`src/rtl/ps2_scancode_rx.sv`:
```
// ps2_scancode_rx: PS/2 keyboard frame receiver that folds E0/F0 prefixes into flags
// on a single held scan code, with parity, stop-bit and timeout error pulses.
module ps2_scancode_rx #(
    parameter int TIMEOUT_CYCLES = 50000
) (
    input  logic       clk,
    input  logic       reset,
    input  logic       ps2_clk,
    input  logic       ps2_dat,
    output logic [7:0] code,
    output logic [3:0] code_hi,
    output logic [3:0] code_lo,
    output logic       code_ext,
    output logic       code_break,
    output logic       code_valid,
    output logic       frame_err
);
    localparam int WW = $clog2(TIMEOUT_CYCLES);
    typedef enum logic [1:0] {IDLE, DATA, PARITY, STOP} state_t;
    state_t state, state_n;
    logic clk_m, clk_s, clk_d, dat_m, dat_s, fe, timeout;
    logic [2:0] bit_cnt;
    logic [7:0] shreg;
    logic acc, par_ok, ext_pend, brk_pend;
    logic [WW-1:0] wdog;
    assign fe = clk_d & ~clk_s;
    assign timeout = (state != IDLE) && (wdog == WW'(TIMEOUT_CYCLES - 1));
    assign code_hi = code[7:4];
    assign code_lo = code[3:0];
    always_comb begin
        state_n = state;
        if (timeout)
            state_n = IDLE;
        else if (fe)
            case (state)
                IDLE:    state_n = dat_s ? IDLE : DATA;
                DATA:    state_n = (bit_cnt == 3'd7) ? PARITY : DATA;
                PARITY:  state_n = STOP;
                default: state_n = IDLE;
            endcase
    end
    always_ff @(posedge clk) begin
        if (reset) begin
            // Idle bus level, so leaving reset never fakes a falling edge
            {clk_m, clk_s, clk_d, dat_m, dat_s} <= '1;
            state <= IDLE;
            bit_cnt <= '0;
            shreg <= '0;
            acc <= 1'b0;
            par_ok <= 1'b0;
            ext_pend <= 1'b0;
            brk_pend <= 1'b0;
            wdog <= '0;
            code <= '0;
            code_ext <= 1'b0;
            code_break <= 1'b0;
            code_valid <= 1'b0;
            frame_err <= 1'b0;
        end else begin
            {clk_m, clk_s, clk_d} <= {ps2_clk, clk_m, clk_s};
            {dat_m, dat_s} <= {ps2_dat, dat_m};
            state <= state_n;
            wdog <= (fe || state_n == IDLE) ? '0 : wdog + 1'b1;
            code_valid <= 1'b0;
            frame_err <= 1'b0;
            if (timeout) begin
                frame_err <= 1'b1;
                ext_pend <= 1'b0;
                brk_pend <= 1'b0;
            end else if (fe) begin
                case (state)
                    IDLE: begin
                        bit_cnt <= '0;
                        acc <= 1'b0;
                    end
                    DATA: begin
                        shreg <= {dat_s, shreg[7:1]};
                        acc <= acc ^ dat_s;
                        bit_cnt <= bit_cnt + 1'b1;
                    end
                    PARITY: par_ok <= acc ^ dat_s;
                    default: begin
                        if (dat_s && par_ok) begin
                            if (shreg == 8'hE0)
                                ext_pend <= 1'b1;
                            else if (shreg == 8'hF0)
                                brk_pend <= 1'b1;
                            else begin
                                code <= shreg;
                                code_ext <= ext_pend;
                                code_break <= brk_pend;
                                code_valid <= 1'b1;
                                ext_pend <= 1'b0;
                                brk_pend <= 1'b0;
                            end
                        end else begin
                            frame_err <= 1'b1;
                            ext_pend <= 1'b0;
                            brk_pend <= 1'b0;
                        end
                    end
                endcase
            end
        end
    end
endmodule

```
`config.mk`:
```
export PLATFORM = sky130hd
export DESIGN_NAME = ps2_scancode_rx
export DESIGN_NICKNAME = d
export VERILOG_FILES = /design/src/rtl/ps2_scancode_rx.sv
export SDC_FILE = /design/constraint.sdc
export NUM_CORES = 1
export LEC_CHECK = 0
export ABC_AREA = 1
export BUFFER_PORTS_ARGS = -buffer_cell sky130_fd_sc_hd__buf_2
export CORE_MARGIN = 2
export CORE_UTILIZATION = 60
export DETAILED_ROUTE_END_ITERATION = 8
export PLACE_DENSITY = 0.86
export SLEW_MARGIN = 20
export SYNTH_ARGS = -nofsm -noshare
export SYNTH_HDL_FRONTEND = slang
export SYNTH_SLANG_ARGS = --single-unit
```
`constraint.sdc`:
```
create_clock -name clk -period 3.45 [get_ports clk]
set_input_delay 0 -clock clk [delete_from_list [all_inputs] [get_ports clk]]
set_output_delay 0 -clock clk [all_outputs]
set_load 0.005 [all_outputs]
```
==> qor.txt, run 1 <==
Status - finished, final reports clean
Initial DRC count - 113
Pins Over Slew Limit - 0
Finished Layout Cells - 386
LEAKAGE - 1.12 nW
Final ANT Viol Nets - 0
Area post-placement - 2340 um^2
Syn Std Cell Area - 2290 um^2
Port bufs - 23
Worst setup path category - reg2reg
Worst skew pair latency - 300 ps
Max Freq - 513 MHz
Crit Path Max Fanout - 22
Die area - 4320 um^2
Num CTS Buffers - 5
Vias in the first global route - 1678
GRT Resource Usage Total - 20.3%
Num ports - 24
Initial antenna violation count - 0
Total congestion overflow - 0
Sw Pwr - 0.000202 W
Yosys top cell area share - 43.8%
Mean Syn Cell Area - 7.15 um^2
Synth top cells by count - 73 x nor2_1, 70 x nand2_1, 50 x dfxtp_1, 35 x inv_1, 24 x nand3_1
Clock sink count - 50
Worst Path Buf+Inv - 0
Final hold viol count - 0
Clock Path Buffers - 2
Switch share - 18.4%
Worst-margin pin slew - 666 ps
Cell taking the most area after synthesis - dfxtp_1
Clock power frac - 45.1%
Tcrit/Tclk final - 56.5%
Worst-path clk slew - 80 ps
Synth Flop Type - dfxtp_1
Most frequent cell after synthesis - nor2_1
Async SR Flop Fraction - 0%
Fill cells - 291
Clk_skew - 8.68 ps
Post-synthesis sequential area ratio - 43.8%
Layout net count - 344
P_int - 0.000897 W
Worst-path cell chain - ha_1 > nand2_1 > nor2_4 > nand3_2 > nand3_1 > nand2_1 > nand2_2 > nor2_1
Die W - 65.7 um
Initial Util - 62.5%
Synth Warn # - 0
Initial DRT Pass Iterations - 4
CP max stage delay - 390 ps
Synth Net Count - 327
CTS tree - yes
Yosys reg bits - 50
DR DRC count - 0
Area delta synth->final - 9.68%
Max IR drop VDD - 0.000323 V
CP required - 3630 ps
Setup ws final - 1500 ps
WL final - 3980 um
# rows - 22
CTS root buffer - clkbuf_8
Worst slack at placement - 1510 ps
Unique cell type count in the Yosys netlist - 25
Largest net degree at the start of global routing - 24
CTS H-tree lvls - 2
Fraction of layout instances using a drive strength above 1 - 12.1%
Max-cap viol count - 0
CP arrival - 2130 ps
Post-synth EDFFs - 0
Combinational share of power - 2.0%
Vias/cell - 4.94
CP Launch Type - flip-flop
DP HPWL - 2750 um
Seq pwr share - 52.9%
Worst rel slew slack - 55.5%
Sum Neg Setup Slack - 0 ps
Top Family by Delay on Critical Path - simple AND/OR/NAND/NOR gates
Gpl congestion - 0.890
RSZ-0062 raised after global routing - no
Final setup violation count - 0
Ant. Diodes - 0
Die span in y - 65.7 um
Mapped Cells - 320
Synth top area cells - dfxtp_1 44%, nor2_1 12%, nand2_1 11%, inv_1 5.7%, nand3_1 5.3%
Hold WC Path Type - reg2reg
Core ar. - 3660 um^2
Top cell by count, worst path - nand2_1
First-pass GRT wire length - 6900 um
Crit path time final - 1950 ps
CP max stage cell - nand3_2
Pwr dens - 438 nW/um^2
Mean routed wirelength per cell - 10.3 um
Critical Path Sink Type - flip-flop
DP Cell Count - 375
Design area - 2510 um^2
Via count - 1905
## final cells by class
cell class | instances | area (um^2) | area share [%]
Multi-Input combinational cell | 217 | 1020 | 40.7
Sequential cell | 50 | 1000 | 39.9
Timing Repair Buffer | 26 | 145 | 5.79
Inverter | 37 | 139 | 5.54
Clock buffer | 6 | 82.6 | 3.29
Clock inverter | 2 | 60.1 | 2.39
Tap cell | 48 | 60.1 | 2.39
## per-layer routing
layer	vias up	wire, um	GRT usage (%)	share of wire (%)
li1	1006	-	-	-
met1	863	1860	25.2	47
met2	31	1940	34.2	49
met3	5	132	5.31	3.3
met4	0	48	6.51	1.2
met5	-	0	0	0
## cell families (layout without fill, tap and decap cells)
kind of cell | count (synthesis) | in the layout | share of synthesized area (%)
AO/OA/AOI/OAI | 7 | 7 | 1.53
adder cells (fa/ha/maj) | 3 | 3 | 1.64
XOR/XNOR | 14 | 14 | 5.36
buffers and inverters | 53 | 71 | 11.6
AND/OR/NAND/NOR | 193 | 193 | 36.1
flip-flops | 50 | 50 | 43.8
## worst reg2reg max path: stages (launching register included)
cell     delay (ps)
dfxtp_1         360
ha_1            190
nand2_1          90
nor2_4          150
nand3_2         390
nand3_1         250
nand2_1          80
nand2_2         240
nor2_1           80
## layout by cell type, fill, tap and decap left out
| cell | count |
|---|---|
| nor2_1 | 73 |
| nand2_1 | 70 |
| dfxtp_1 | 50 |
| inv_1 | 35 |
| nand3_1 | 24 |
| buf_2 | 23 |
| nor3_1 | 11 |
| xor2_1 | 9 |
| a21oi_1 | 7 |
| clkbuf_8 | 6 |
| nand4_1 | 5 |
| xnor2_1 | 5 |
| or2_2 | 4 |
| ha_1 | 3 |
| dlygate4sd3_1 | 3 |
| bufinv_16 | 2 |
| inv_2 | 1 |
| nor2_2 | 1 |
| nor2_4 | 1 |
| nand3_2 | 1 |
| nand3_4 | 1 |
| nand2_2 | 1 |
| clkinv_1 | 1 |
| nor2b_1 | 1 |
## worst paths after layout
kind                      start                 end  cells past startpoint  slack [ps]
min reg2reg    clk_m$_SDFF_PP1_    clk_s$_SDFF_PP1_                      1         420
max reg2reg  wdog[0]$_SDFF_PP0_  wdog[4]$_SDFF_PP0_                      8        1500
max          wdog[0]$_SDFF_PP0_  wdog[4]$_SDFF_PP0_                      8        1500
min            clk_m$_SDFF_PP1_    clk_s$_SDFF_PP1_                      1         420
## sequential cells by signal, summed over array words and instances (netlist names)
signal and count:
bit_cnt 3, frame_err 1, state 2, dat_m 1, shreg 8, clk_m 1
brk_pend 1, clk_d 1, clk_s 1, code_ext 1, acc 1, wdog 16
code_break 1, ext_pend 1, dat_s 1, code 8, code_valid 1, par_ok 1
## per-stage QoR
step / utilization (%) / hold slack, ps / power (W)
finish: 68.5 / 419 / 0.00110
global route: 68.5 / 421 / 0.00114
CTS: 68.5 / 410 / 0.00111
detailed placement: 63.8 / 187 / 0.000614
global placement: 63.8 / 182 / 0.000614
floorplan: - / 104 / 0.000610
## power groups by stage
stage,Clock (W),Sequential [W],Combinational (W)
floorplan,0,0.000594,0.0000157
global placement,0,0.000595,0.0000190
detailed placement,0,0.000595,0.0000191
finish,0.000496,0.000581,0.0000217
CTS,0.000504,0.000581,0.0000217
global route,0.000531,0.000582,0.0000242
## repair_timing
item                      CTS  global route
hold buffers                3             0
setup buffers               0             0
hold endpoints to repair    7             0
resized for setup           0             0
No activity file was read; power rests on OpenSTA's default activity.
==> run 2, diff against run 1 <==
- CORE_UTILIZATION: 60 -> 58
- PLACE_DENSITY: 0.86 -> 0.84
- clock period: 3.45 -> 1.8 ns (I/O delays scaled with it)
==> run 2 against run 1 <==
  * Combinational power rose by 120%
  * Via count fell by 0.94%
  * Cell count rose by 1.6%
  * Largest cell class unchanged
==> qor.txt, run 2 (synthesized netlist as in run 1, its figures left out) <==
Status - finished, final reports clean
Post-CTS Setup Bufs - 0 (unchanged)
Crit. Startpoint - wdog[0]$_SDFF_PP0_
Worst skew pair latency - 300 ps (about the same)
Die area - 4460 um^2 (+3.2%)
Layout net count - 350 (+1.7%)
Top flop regs - wdog x16, code x8, shreg x8
Clock sink count - 50 (unchanged)
Initial DRC count - 144 (+27%)
Core ar. - 3720 um^2 (+1.5%)
CP Launch Type - flip-flop
Clock power frac - 36.2% (-8.9 points)
LEAKAGE - 1.13 nW (+0.29%)
Max Freq - 630 MHz (+23%)
Switch share - 20.9% (+2.5 points)
Final hold slack - 417 ps (-2.52 ps)
DR DRC count - 0 (unchanged)
Largest net degree at the start of global routing - 22 (-8.3%)
Num CTS Buffers - 5 (unchanged)
CTS tree - yes
CP arrival - 1790 ps (-340 ps)
Worst-margin pin slew - 464 ps (-202 ps)
Max IR drop VDD - 0.000625 V (+94%)
Final hold viol count - 0 (unchanged)
Max-cap viol count - 0 (unchanged)
Hold WC Path Type - reg2reg
Initial DRT Pass Iterations - 5 (+1)
P_int - 0.00144 W (+61%)
DP HPWL - 3100 um (+13%)
Sum Neg Setup Slack - 0 ps (unchanged)
First-pass GRT wire length - 7350 um (+6.5%)
Finished Core Util - 67.5% (-1.0 points)
CTS root buffer - clkbuf_8
Hold_sp - clk_m$_SDFF_PP1_
Fraction of layout instances using a drive strength above 1 - 14.0% (+1.8 points)
Final setup violation count - 0 (unchanged)
Tcrit/Tclk final - 88.1% (+32 points)
Most frequent cells in the layout - 73 x nor2_1, 70 x nand2_1, 50 x dfxtp_1
CP required - 2010 ps (-1620 ps)
R2R Path Start - wdog[0]$_SDFF_PP0_
FF-to-FF path depth - 9 (+1)
Reg with most FFs - wdog
Initial antenna violation count - 0 (unchanged)
Area of the multi-input gates - 1020 um^2 (+0.24%)
Mean routed wirelength per cell - 10.7 um (+4.2%)
Area delta synth->final - 9.68% (unchanged)
# rows - 22 (unchanged)
Pins Over Slew Limit - 0 (unchanged)
Worst rel slew slack - 68.8% (+13 points)
WL final - 4210 um (+5.8%)
RSZ-0062 raised after global routing - no
Num ports - 24 (unchanged)
Vias/cell - 4.81 (-2.5%)
CTS H-tree lvls - 2 (unchanged)
Via count - 1887 (-0.94%)
Seq. cell area - 1000 um^2 (unchanged)
Worst setup path category - reg2reg
Combinational share of power - 2.6% (+0.6 points)
Port bufs - 23 (unchanged)
Total power - 0.00182 W (+66%)
Vias in the first global route - 1775 (+5.8%)
Commonest non-fill, non-tap cell in the layout - nor2_1
Worst-path clk slew - 90 ps (about the same)
Final ANT Viol Nets - 0 (unchanged)
Fill cells - 341 (+17%)
Gpl congestion - 0.898 (+0.94%)
Crit path time final - 1590 ps (-362 ps)
WHS Path Cells - 1 (unchanged)
Seq pwr share - 61.1% (+8.2 points)
Initial Util - 61.5% (-0.93 points)
Pwr dens - 726 nW/um^2 (+66%)
Clock Path Buffers - 2 (unchanged)
Die span in y - 66.8 um (+1.6%)
GRT Resource Usage Total - 21.9% (+1.6 points)
Max reg flops - 16 (unchanged)
Total congestion overflow - 0 (unchanged)
Sw Pwr - 0.000380 W (+88%)
Clk_skew - 8.94 ps (+0.255 ps)
Ant. Diodes - 0 (unchanged)
Crit Path Max Fanout - 17 (-23%)
Critical Path Sink Type - flip-flop
Die W - 66.8 um (+1.6%)
run 2: worst paths after layout:
path                                              end  slack [ps]
worst max-delay path            shreg[6]$_SDFFE_PP0P_         210
worst min-delay path                 clk_s$_SDFF_PP1_         420
worst max register to register  shreg[6]$_SDFFE_PP0P_         210
worst min register to register       clk_s$_SDFF_PP1_         420
run 2: final cells by class:
type	instances	area share (%)
clock buffer	7	3.44
inverter	37	5.69
timing repair buffer	32	7.58
multi-input combinational	217	40.8
clock inverter	1	0.200
sequential	50	39.9
tap	48	2.39
run 2: critical path, stage by stage (launching register included):
cell     delay (ps)
dfxtp_1         360
ha_1            190
nand2_1          90
nor2_4          150
nand3_2         130
buf_4           210
nand3_4         160
nand2_1          80
nand2_1          70
nor2_1           40
run 2: power groups by stage:
stage                     Sequential, W  Clock, W  Combinational (W)
after global routing            0.00111  0.000723          0.0000539
after global placement          0.00114         0          0.0000419
after detailed placement        0.00114         0          0.0000424
final                           0.00111  0.000660          0.0000475
after floorplan                 0.00114         0          0.0000301
after CTS                       0.00111  0.000678          0.0000475
run 2: metrics by stage:
| step | setup slack (ps) | instance area, um^2 | instances |
|---|---|---|---|
| 3_5_place_dp | 136 | 2380 | 381 |
| 6_report | 214 | 2510 | 392 |
| 3_3_place_gp | 206 | 2380 | 381 |
| 2_1_floorplan | 369 | 2290 | 320 |
| 5_1_grt | 1.93 | 2510 | 392 |
| 4_1_cts | 120 | 2500 | 392 |
run 2: repair_timing:
item | 4_1_cts | 5_1_grt
gates resized for setup | 0 | 2
endpoints found under the setup margin | 0 | 10
hold buffers | 3 | 0
hold endpoints to repair | 7 | 0
run 2: routing by layer:
metal / vias up / wire, um / track usage (%) / part of all wire, %
li1: 1017 / - / - / -
met1: 839 / 1950 / 26.0 / 46
met2: 29 / 2090 / 37.3 / 50
met3: 2 / 139 / 5.74 / 3.3
met4: 0 / 24 / 8.93 / 0.57
met5: - / 0 / 0 / 0
